==> src/rtl/i2s_pkg.sv <==
// Shared definitions for the I2S transmitter: ws channel encoding, default FIFO size
// and the per-bit serialiser rule shared by the datapath.
package i2s_pkg;

    localparam int unsigned FIFO_AW_DEFAULT = 5;
    localparam int unsigned SAMPLE_W        = 32;

    typedef enum logic {
        LEFT  = 1'b0,
        RIGHT = 1'b1
    } ws_chan_e;

    // Serial bit k of a slot carrying sample s of n bits; Philips mode delays by one sck.
    function automatic logic slot_bit(input logic [SAMPLE_W-1:0] s, input logic [4:0] n,
                                      input logic [4:0] k, input logic lj);
        logic b;
        b = 1'b0;
        if (lj) begin
            if (k < n) b = s[n - k - 5'd1];
        end else if ((k != 5'd0) && (k <= n)) begin
            b = s[n - k];
        end
        return b;
    endfunction

endpackage

==> src/rtl/i2s_tx_fifo.sv <==
// Transmit sample FIFO: registered pointers and flags, combinational read data.
module i2s_tx_fifo
    import i2s_pkg::*;
#(
    parameter int unsigned AW = FIFO_AW_DEFAULT
) (
    input  logic                clk,
    input  logic                rst_n,
    input  logic                wr,
    input  logic [SAMPLE_W-1:0] wdata,
    input  logic                rd,
    output logic [SAMPLE_W-1:0] rdata,
    output logic                full,
    output logic                empty,
    output logic [AW:0]         level
);

    localparam int unsigned DEPTH = 2 ** AW;
    localparam int unsigned LW    = AW + 1;

    logic [SAMPLE_W-1:0] mem [DEPTH];
    logic [AW-1:0]       wr_ptr_q;
    logic [AW-1:0]       rd_ptr_q;
    logic [AW:0]         level_q;
    logic [AW:0]         level_d;
    logic                full_q;
    logic                empty_q;
    logic                push_c;
    logic                pop_c;

    // A push while full is dropped even if a pop happens in the same cycle.
    assign push_c  = wr && !full_q;
    assign pop_c   = rd && !empty_q;
    assign level_d = level_q + LW'(push_c) - LW'(pop_c);

    always_ff @(posedge clk or negedge rst_n) begin
        if (!rst_n) begin
            wr_ptr_q <= '0;
            rd_ptr_q <= '0;
            level_q  <= '0;
            full_q   <= 1'b0;
            empty_q  <= 1'b1;
        end else begin
            if (push_c) wr_ptr_q <= wr_ptr_q + AW'(1);
            if (pop_c)  rd_ptr_q <= rd_ptr_q + AW'(1);
            level_q <= level_d;
            full_q  <= (level_d == LW'(DEPTH));
            empty_q <= (level_d == '0);
        end
    end

    always_ff @(posedge clk) begin
        if (push_c) mem[wr_ptr_q] <= wdata;
    end

    assign rdata = mem[rd_ptr_q];
    assign full  = full_q;
    assign empty = empty_q;
    assign level = level_q;

endmodule

==> src/rtl/i2s_tx.sv <==
// I2S / left-justified serial transmitter fed from a sample FIFO.
// Define I2S_TX_UNDERFLOW_HOLD_EN to repeat the channel's last sample on underflow.
module i2s_tx
    import i2s_pkg::*;
#(
    parameter int unsigned FIFO_AW = FIFO_AW_DEFAULT
) (
    input  logic                clk,
    input  logic                rst_n,
    output logic                sck,
    output logic                ws,
    output logic                sdo,
    input  logic                fifo_wr,
    input  logic [SAMPLE_W-1:0] fifo_wdata,
    output logic                fifo_full,
    output logic                fifo_empty,
    output logic [FIFO_AW:0]    fifo_level,
    input  logic [FIFO_AW:0]    fifo_level_threshold,
    output logic                fifo_level_below,
    input  logic                left_justified,
    input  logic [4:0]          sample_size,
    input  logic [7:0]          sck_prescaler,
    input  logic [1:0]          channels,
    input  logic                en,
    output logic                underflow
);

    logic [7:0]          presc_q, presc_d;
    logic                sck_q, sck_d;
    ws_chan_e            ws_q, ws_d;
    logic [4:0]          k_q, k_d;
    logic [SAMPLE_W-1:0] sample_q, sample_d;
    logic                sdo_q, sdo_d;
    logic                underflow_q, underflow_d;
    logic                fall_c;
    logic                pop_c;
    logic                chan_en_c;
    logic [SAMPLE_W-1:0] fifo_rdata;
`ifdef I2S_TX_UNDERFLOW_HOLD_EN
    logic [SAMPLE_W-1:0] hold_left_q, hold_left_d;
    logic [SAMPLE_W-1:0] hold_right_q, hold_right_d;
`endif

    i2s_tx_fifo #(
        .AW(FIFO_AW)
    ) u_fifo (
        .clk  (clk),
        .rst_n(rst_n),
        .wr   (fifo_wr),
        .wdata(fifo_wdata),
        .rd   (pop_c),
        .rdata(fifo_rdata),
        .full (fifo_full),
        .empty(fifo_empty),
        .level(fifo_level)
    );

    always_ff @(posedge clk or negedge rst_n) begin
        if (!rst_n) begin
            presc_q      <= 8'd0;
            sck_q        <= 1'b0;
            ws_q         <= RIGHT;
            k_q          <= 5'd31;
            sample_q     <= '0;
            sdo_q        <= 1'b0;
            underflow_q  <= 1'b0;
`ifdef I2S_TX_UNDERFLOW_HOLD_EN
            hold_left_q  <= '0;
            hold_right_q <= '0;
`endif
        end else begin
            presc_q      <= presc_d;
            sck_q        <= sck_d;
            ws_q         <= ws_d;
            k_q          <= k_d;
            sample_q     <= sample_d;
            sdo_q        <= sdo_d;
            underflow_q  <= underflow_d;
`ifdef I2S_TX_UNDERFLOW_HOLD_EN
            hold_left_q  <= hold_left_d;
            hold_right_q <= hold_right_d;
`endif
        end
    end

    // Everything except the prescaler advances only on sck falling events.
    always_comb begin
        presc_d      = presc_q;
        sck_d        = sck_q;
        ws_d         = ws_q;
        k_d          = k_q;
        sample_d     = sample_q;
        sdo_d        = sdo_q;
        underflow_d  = 1'b0;
        fall_c       = 1'b0;
        pop_c        = 1'b0;
        chan_en_c    = 1'b0;
`ifdef I2S_TX_UNDERFLOW_HOLD_EN
        hold_left_d  = hold_left_q;
        hold_right_d = hold_right_q;
`endif
        if (en) begin
            if (presc_q == 8'd0) begin
                presc_d = sck_prescaler;
                sck_d   = ~sck_q;
                fall_c  = sck_q;
            end else begin
                presc_d = presc_q - 8'd1;
            end
        end

        if (fall_c) begin
            k_d = k_q + 5'd1;
            if (k_q == 5'd31) begin
                ws_d      = (ws_q == LEFT) ? RIGHT : LEFT;
                chan_en_c = (ws_d == LEFT) ? channels[1] : channels[0];
                if (!chan_en_c) begin
                    sample_d = '0;
                end else if (!fifo_empty) begin
                    pop_c    = 1'b1;
                    sample_d = fifo_rdata;
`ifdef I2S_TX_UNDERFLOW_HOLD_EN
                    if (ws_d == LEFT) hold_left_d = fifo_rdata;
                    else              hold_right_d = fifo_rdata;
`endif
                end else begin
                    underflow_d = 1'b1;
`ifdef I2S_TX_UNDERFLOW_HOLD_EN
                    sample_d = (ws_d == LEFT) ? hold_left_q : hold_right_q;
`else
                    sample_d = '0;
`endif
                end
            end
            sdo_d = slot_bit(sample_d, sample_size, k_d, left_justified);
        end
    end

    assign sck              = sck_q;
    assign ws               = ws_q;
    assign sdo              = sdo_q;
    assign underflow        = underflow_q;
    assign fifo_level_below = (fifo_level < fifo_level_threshold);

endmodule

==> config.mk <==
export PLATFORM = sky130hd
export DESIGN_NAME = i2s_tx
export DESIGN_NICKNAME = d
export VERILOG_FILES = /design/src/rtl/i2s_pkg.sv /design/src/rtl/i2s_tx_fifo.sv /design/src/rtl/i2s_tx.sv
export SDC_FILE = /design/constraint.sdc
export NUM_CORES = 1
export LEC_CHECK = 0
export CAP_MARGIN = 15
export CORE_MARGIN = 5
export CORE_UTILIZATION = 50
export CTS_CLUSTER_DIAMETER = 30
export DETAILED_ROUTE_END_ITERATION = 6
export PLACE_DENSITY = 0.66
export SETUP_SLACK_MARGIN = 0.1
export SLEW_MARGIN = 20
export SYNTH_ARGS = -nofsm -noshare
export SYNTH_HDL_FRONTEND = slang
export SYNTH_SLANG_ARGS = --single-unit
==> constraint.sdc <==
create_clock -name clk -period 5.9 [get_ports clk]
set_input_delay 1.475 -clock clk [delete_from_list [all_inputs] [get_ports clk]]
set_output_delay 1.475 -clock clk [all_outputs]
set_load 0.02 [all_outputs]
==> flow_metrics.tcl, run 1 <==
set metrics [dict create \
    status "finished, final reports clean" \
    pwr-share-seq 0.408 \
    fin_nets 2774 \
    syn_area_per_cell_um2 17.72 \
    reg2reg_slack_ns 1.40 \
    fin_crit_sh 0.8486 \
    critical_path_buf_inv_count 3 \
    fill_cells 6162 \
    clkPwrFrac 0.501 \
    worst_path_largest_cell_delay_ns 0.61 \
    netlist_area_um2 43730 \
    synth_warnings 0 \
    ys_ff_latch 1091 \
    io_buffers 70 \
    ys.flop_type "edfxtp_1" \
    cts_root_buf "clkbuf_16" \
    seqCellArea_um2 32450 \
    cp.required_ns 4.43 \
    yosysTopAreaCell "edfxtp_1" \
    viasPerCell 6.161 \
    multiInputGateArea_um2 10770 \
    hold_viol 0 \
    finalSetupViolCount 0 \
    hold_depth 2 \
    cp_top_family "buffers and inverters" \
    post_cts_resized 0 \
    p_leak_nw 16.87 \
    cp_max_fo 1 \
    yosysUniqueCellTypes 77 \
    pwr-share-comb 0.091 \
    arrival_ns 3.53 \
    grt_pass1_vias 25242 \
    r2r-end "sdo" \
    routed_wl_um 116000 \
    drv_cap 0 \
    synth_cells 2468 \
    relSlewSlack 0.2662 \
    grt_pass1_wl_um 168600 \
    reg2reg_depth 11 \
    clockBufferDepth 3 \
    dieWidth_um 305.7 \
    drc 0 \
    cts_setup_buffers 0 \
    drive_above_1_share 0.2058 \
    clk_latency_ns 0.78 \
    finalSetupTns_ns 0 \
    p_per_area_nw_per_um2 425.3 \
    fmax_mhz 199.7 \
    cts.clk_slew.worst_paths_ns 0.05 \
    crit_path_start_kind "primary input" \
    reg2reg_from "u_fifo.rd_ptr_q[1]" \
    final_util 0.6120 \
    ioPinCount 71 \
    setup_ws_ns 0.8934 \
    cpMaxStageDelayCell "clkdlybuf4s50_1" \
    gp_congestion 0.8507 \
    num_rows 108 \
    chipHeight_um 305.7 \
    synth_most_common_cell "edfxtp_1" \
    drtIter0Drc 2659 \
    vias 24701 \
    dpl_worst_slack_ns 0.5766 \
    hpwlAfterDp_um 67120 \
    fp.coreArea_um2 86750 \
    synth.top_cells.by_count "edfxtp_1, mux2i_1, a22oi_1" \
    yosysTopAreaCellShare 0.7032 \
    hp-class "reg2reg" \
    wl_per_cell_um 28.94 \
    numCtsBuffers 191 \
    min_period_ns 5.007 \
    netSwitchingFraction 0.2440 \
    ys_seq_area_frac 0.7418 \
    postRouteAntennaNets 0 \
    grt_max_degree 70 \
    grt_usage 0.2458 \
    clkSinkCount 1091 \
    antenna_found_initial 8 \
    cts_tree "built" \
    async_flop_share 0.06141 \
    rsz0062_at_grt "no" \
    hold_path.startpoint "sample_q[17]" \
    holdBufCountCts 0 \
    drtPass1Iterations 6 \
    synth_edf_count 1024 \
    start_util 0.5040 \
    power_switching_w 0.005509 \
    crit_chain "clkdlybuf4s50_1 > inv_1 > ha_1 > a21o_1 > a21oi_1 > nor2b_1 > o21ai_0 > nand2b_1 > a21oi_1 > clkdlybuf4s50_1" \
    ir_drop_v 0.0003682 \
    htreeDepth 4 \
    drv_slew 0 \
    total_power_w 0.02258 \
    synth_area_leaders "edfxtp_1, mux2i_1, mux4_2" \
    dieArea_um2 93460 \
    endpoint_kind "output port" \
    fin_skew_ns 0.05294 \
    worst_slew_pin_slew_ns 1.097 \
    intPower_w 0.01707 \
    holdPathEnd "sample_q[17]" \
    grt.overflow.total 0 \
    area_growth_pct 21.42 \
    critical_path_class "in2out" \
    syn_nets 2555 \
]
-- sequential cells by signal, indices dropped and copies added, names as in the netlist, 5 cells and up --
| signal | flops |
|---|---|
| u_fifo.rd_ptr_q | 5 |
| sample_q | 32 |
| u_fifo.level | 6 |
| k_q | 5 |
| u_fifo.wr_ptr_q | 5 |
| u_fifo.mem | 1024 |
| presc_q | 8 |
-- metrics by stage --
stage                     area (µm²)  hold slack [ns]  instances
final                          53090           0.4828       4009
after floorplan                43730           0.4422       2468
after global routing           53090           0.4975       4009
after CTS                      53190           0.4833       4007
after detailed placement       46390           0.4674       3649
after global placement         46400           0.4597       3649
-- how the worst max path moves through the flow --
stage | startpoint | to | slack [ns] | cells past startpoint
finish | fifo_level_threshold[1] | fifo_level_below | 0.89 | 10
global placement | en | u_fifo.full | 0.63 | 15
global route | fifo_level_threshold[1] | fifo_level_below | 0.75 | 10
CTS | fifo_level_threshold[1] | fifo_level_below | 0.89 | 10
detailed placement | en | u_fifo.full | 0.58 | 15
floorplan | en | u_fifo.full | 0.71 | 14
-- power groups by stage --
stage | sequential [W] | combinational [W] | clock (W)
floorplan | 0.00933 | 0.00113 | 0
global placement | 0.00932 | 0.00199 | 0
detailed placement | 0.00935 | 0.00203 | 0
CTS | 0.00921 | 0.00205 | 0.0114
global route | 0.00924 | 0.00222 | 0.0119
finish | 0.00921 | 0.00205 | 0.0113
-- cell usage in the layout (no fill, tap or decap), types with 9 or more instances in the layout --
master / instances
ha_1: 27
clkinvlp_4: 30
xnor2_1: 22
nor2_4: 33
a221oi_1: 21
buf_12: 16
mux2_2: 22
clkbuf_1: 21
or3_1: 9
dfrtp_1: 57
inv_6: 11
a22oi_1: 159
clkbuf_16: 191
nand2b_1: 9
a31oi_1: 10
clkinv_2: 22
edfxtp_1: 1024
clkinv_1: 22
nor3_1: 18
clkinv_4: 15
a211oi_1: 9
nand2_1: 77
bufinv_16: 31
buf_4: 77
buf_2: 22
nor2b_1: 14
o21ai_0: 32
inv_1: 37
a21oi_1: 40
a22o_1: 28
nor2_1: 33
mux2i_1: 359
mux4_2: 72
nor4_1: 9
o22ai_1: 27
clkdlybuf4s50_1: 47
nand4_1: 22
nand3_1: 29
-- final cells by class --
| cell class | instances | share of cell area |
|---|---|---|
| antenna | 2 | 0.00009427 |
| sequential | 1091 | 0.6111 |
| clock buffer | 212 | 0.09151 |
| tap | 1155 | 0.02722 |
| inverter | 39 | 0.002757 |
| clock inverter | 146 | 0.03653 |
| multi-input combinational | 1202 | 0.2029 |
| timing repair buffer | 162 | 0.02786 |
-- worst min-delay path, cell delays in order (launching register included) --
cell	delay [ns]
dfrtp_1	0.33
nand2_1	0.05
o21ai_0	0.06
-- cell families (layout without fill, tap and decap cells) --
family / Yosys count / count (layout) / synth area share
buffers and inverters: 175 / 559 / 0.01808
AO/OA/AOI/OAI: 392 / 392 / 0.06530
adder cells (fa/ha/maj): 29 / 29 / 0.008642
other: 0 / 2 / 0
AND/OR/NAND/NOR: 301 / 301 / 0.03585
multiplexers: 453 / 453 / 0.1249
flip-flops: 1091 / 1091 / 0.7418
XOR/XNOR: 27 / 27 / 0.005408
-- per-layer routing --
layer  wire (µm)  part of all wire  vias to the layer above  track usage
li1            -                 -                    10523            -
met1       46840              0.40                    12729       0.3380
met2       55050              0.47                     1209       0.3838
met3       10530             0.091                      236      0.06639
met4        3554             0.031                        4      0.08785
met5          28           0.00024                        -            0
No activity file was read; power rests on OpenSTA's default activity.
==> run 2, diff against run 1 <==
==> constraint.sdc (replaced) <==
create_clock -name clk -period 4.68 [get_ports clk]
set_input_delay 1.17 -clock clk [delete_from_list [all_inputs] [get_ports clk]]
set_output_delay 1.17 -clock clk [all_outputs]
set_load 0.02 [all_outputs]
==> run 2 against run 1 <==
  * Critical path depth unchanged
  * Register-to-register slack got worse by 0.81 ns
  * Worst hold slack lost 0.0058 ns
  * Sequential cell count stayed put
  * Die area stayed put
  * Wire length is 1.5% higher
  * Final cell count is 0.85% higher
  * Clock-buffer cell count shrank 2
  * Critical path type unchanged
==> flow_metrics.tcl, run 2 (synthesis gave the netlist of run 1 again) <==
set metrics [dict create \
    status "finished, final reports clean" \
    final_cell_mix "edfxtp_1, mux2i_1, clkbuf_16, a22oi_1, buf_4" \
    clk_latency_ns 0.78 \
    largest_reg_flops 1024 \
    cp.required_ns 3.51 \
    relSlewSlack 0.2869 \
    cts.clk_slew.worst_paths_ns 0.05 \
    ir_drop_v 0.0004043 \
    p_leak_nw 17.04 \
    top_register "u_fifo.mem" \
    fin_crit_sh 0.9436 \
    hp-class "reg2reg" \
    p_per_area_nw_per_um2 529.9 \
    finalSetupViolCount 0 \
    min_period_ns 4.416 \
    cts_root_buf "clkbuf_16" \
    antenna_found_initial 6 \
    postRouteAntennaNets 0 \
    cp-startpoint "fifo_level_threshold[1]" \
    largestRegisters "u_fifo.mem x1024, sample_q x32, presc_q x8" \
    grt_pass1_wl_um 171200 \
    ioPinCount 71 \
    holdBufCountCts 0 \
    routed_wl_um 117800 \
    worst_slew_pin_slew_ns 1.066 \
    cts_tree "built" \
    arrival_ns 3.25 \
    cp_max_fo 1 \
    layout_commonest_cell "edfxtp_1" \
    total_power_w 0.02826 \
    fin_skew_ns 0.02721 \
    area_growth_pct 21.96 \
    num_rows 108 \
    crit_path_start_kind "primary input" \
    final_util 0.6147 \
    hold_viol 0 \
    drc 0 \
    fin_nets 2803 \
    vias 25002 \
    hold_path.startpoint "sample_q[16]" \
    grt_pass1_vias 25439 \
    endpoint_kind "output port" \
    grt.overflow.total 0 \
    drv_cap 0 \
    chipHeight_um 305.7 \
    dieWidth_um 305.7 \
    drive_above_1_share 0.2137 \
    dieArea_um2 93460 \
    io_buffers 70 \
    gp_congestion 0.8758 \
    htreeDepth 4 \
    rsz0062_at_grt "no" \
    reg2reg_from "u_fifo.rd_ptr_q[1]" \
    drv_slew 0 \
    fmax_mhz 226.5 \
    viasPerCell 6.184 \
    clockBufferDepth 3 \
    grt_usage 0.2486 \
    fp.coreArea_um2 86750 \
    wl_per_cell_um 29.13 \
    cts_setup_buffers 0 \
    start_util 0.5040 \
    drtPass1Iterations 6 \
    numCtsBuffers 191 \
    fill_cells 6177 \
    hpwlAfterDp_um 66870 \
    drtIter0Drc 2913 \
    clkSinkCount 1091 \
    post_cts_resized 0 \
    critical_path_class "in2out" \
    finalSetupTns_ns 0 \
    grt_max_degree 68 \
]
run 2: changes by cell type in the layout (fill, tap and decap cells not counted), moves of 4 or more:
| cell | before | now |
|---|---|---|
| clkbuf_8 | 0 | 4 |
| clkinv_2 | 22 | 28 |
| clkinvlp_4 | 30 | 24 |
| bufinv_16 | 31 | 24 |
| buf_4 | 77 | 93 |
| clkinv_1 | 22 | 30 |
| clkinv_16 | 7 | 3 |
| clkinv_8 | 6 | 2 |
| clkbuf_1 | 21 | 13 |
| inv_6 | 11 | 20 |
| buf_12 | 16 | 29 |
run 2: worst max-delay path, stage by stage:
cell	delay [ns]
clkdlybuf4s50_1	0.45
inv_1	0.04
ha_1	0.26
a21o_1	0.16
a21oi_1	0.13
nor2b_1	0.05
o21ai_0	0.15
nand2b_1	0.08
a21oi_1	0.14
clkdlybuf4s50_1	0.62
run 2: path summary, 6_finish.rpt:
check                                     end  slack, ns  cells past startpoint
max in group asynchronous  u_fifo.rd_ptr_q[0]       3.47                      1
setup reg to reg                          sdo       0.59                     11
hold reg to reg                  sample_q[16]       0.48                      2
hold / removal                   sample_q[16]       0.48                      2
min in group asynchronous        sample_q[31]       0.51                      1
setup / recovery             fifo_level_below       0.26                     10
run 2: per-layer routing:
layer	routed length, µm	up-vias	GRT usage
li1	-	10588	-
met1	47710	12920	0.3452
met2	56200	1258	0.3981
met3	10140	232	0.04826
met4	3687	4	0.09038
met5	21	-	0
run 2: report_power, final:
part	switching [W]	total, W	internal, W
Clock	0.00494	0.0140	0.00902
Combinational	0.00179	0.00269	0.000904
Sequential	0.000242	0.0116	0.0114
Total	0.00697	0.0283	0.0213
run 2: through the flow:
| stage | worst slack (ns) | cell area [µm²] | cells | hold slack (ns) |
|---|---|---|---|---|
| global route | 0.2015 | 53320 | 4040 | 0.4938 |
| floorplan | 0.1082 | 43740 | 2468 | 0.4422 |
| CTS | 0.2461 | 53410 | 4038 | 0.4776 |
| global placement | -0.1332 | 46790 | 3678 | 0.4563 |
| finish | 0.2641 | 53330 | 4043 | 0.4770 |
| detailed placement | -0.2616 | 46790 | 3678 | 0.4669 |
run 2: cell type report:
type / count / area, µm² / share of cell area
tap: 1155 / 1445 / 0.02710
sequential: 1091 / 32450 / 0.6084
inverter: 39 / 146.4 / 0.002745
clock buffer: 210 / 4933 / 0.09251
multi-input combinational: 1202 / 10790 / 0.2023
clock inverter: 150 / 1684 / 0.03158
timing repair buffer: 191 / 1874 / 0.03515
antenna: 5 / 12.51 / 0.0002346
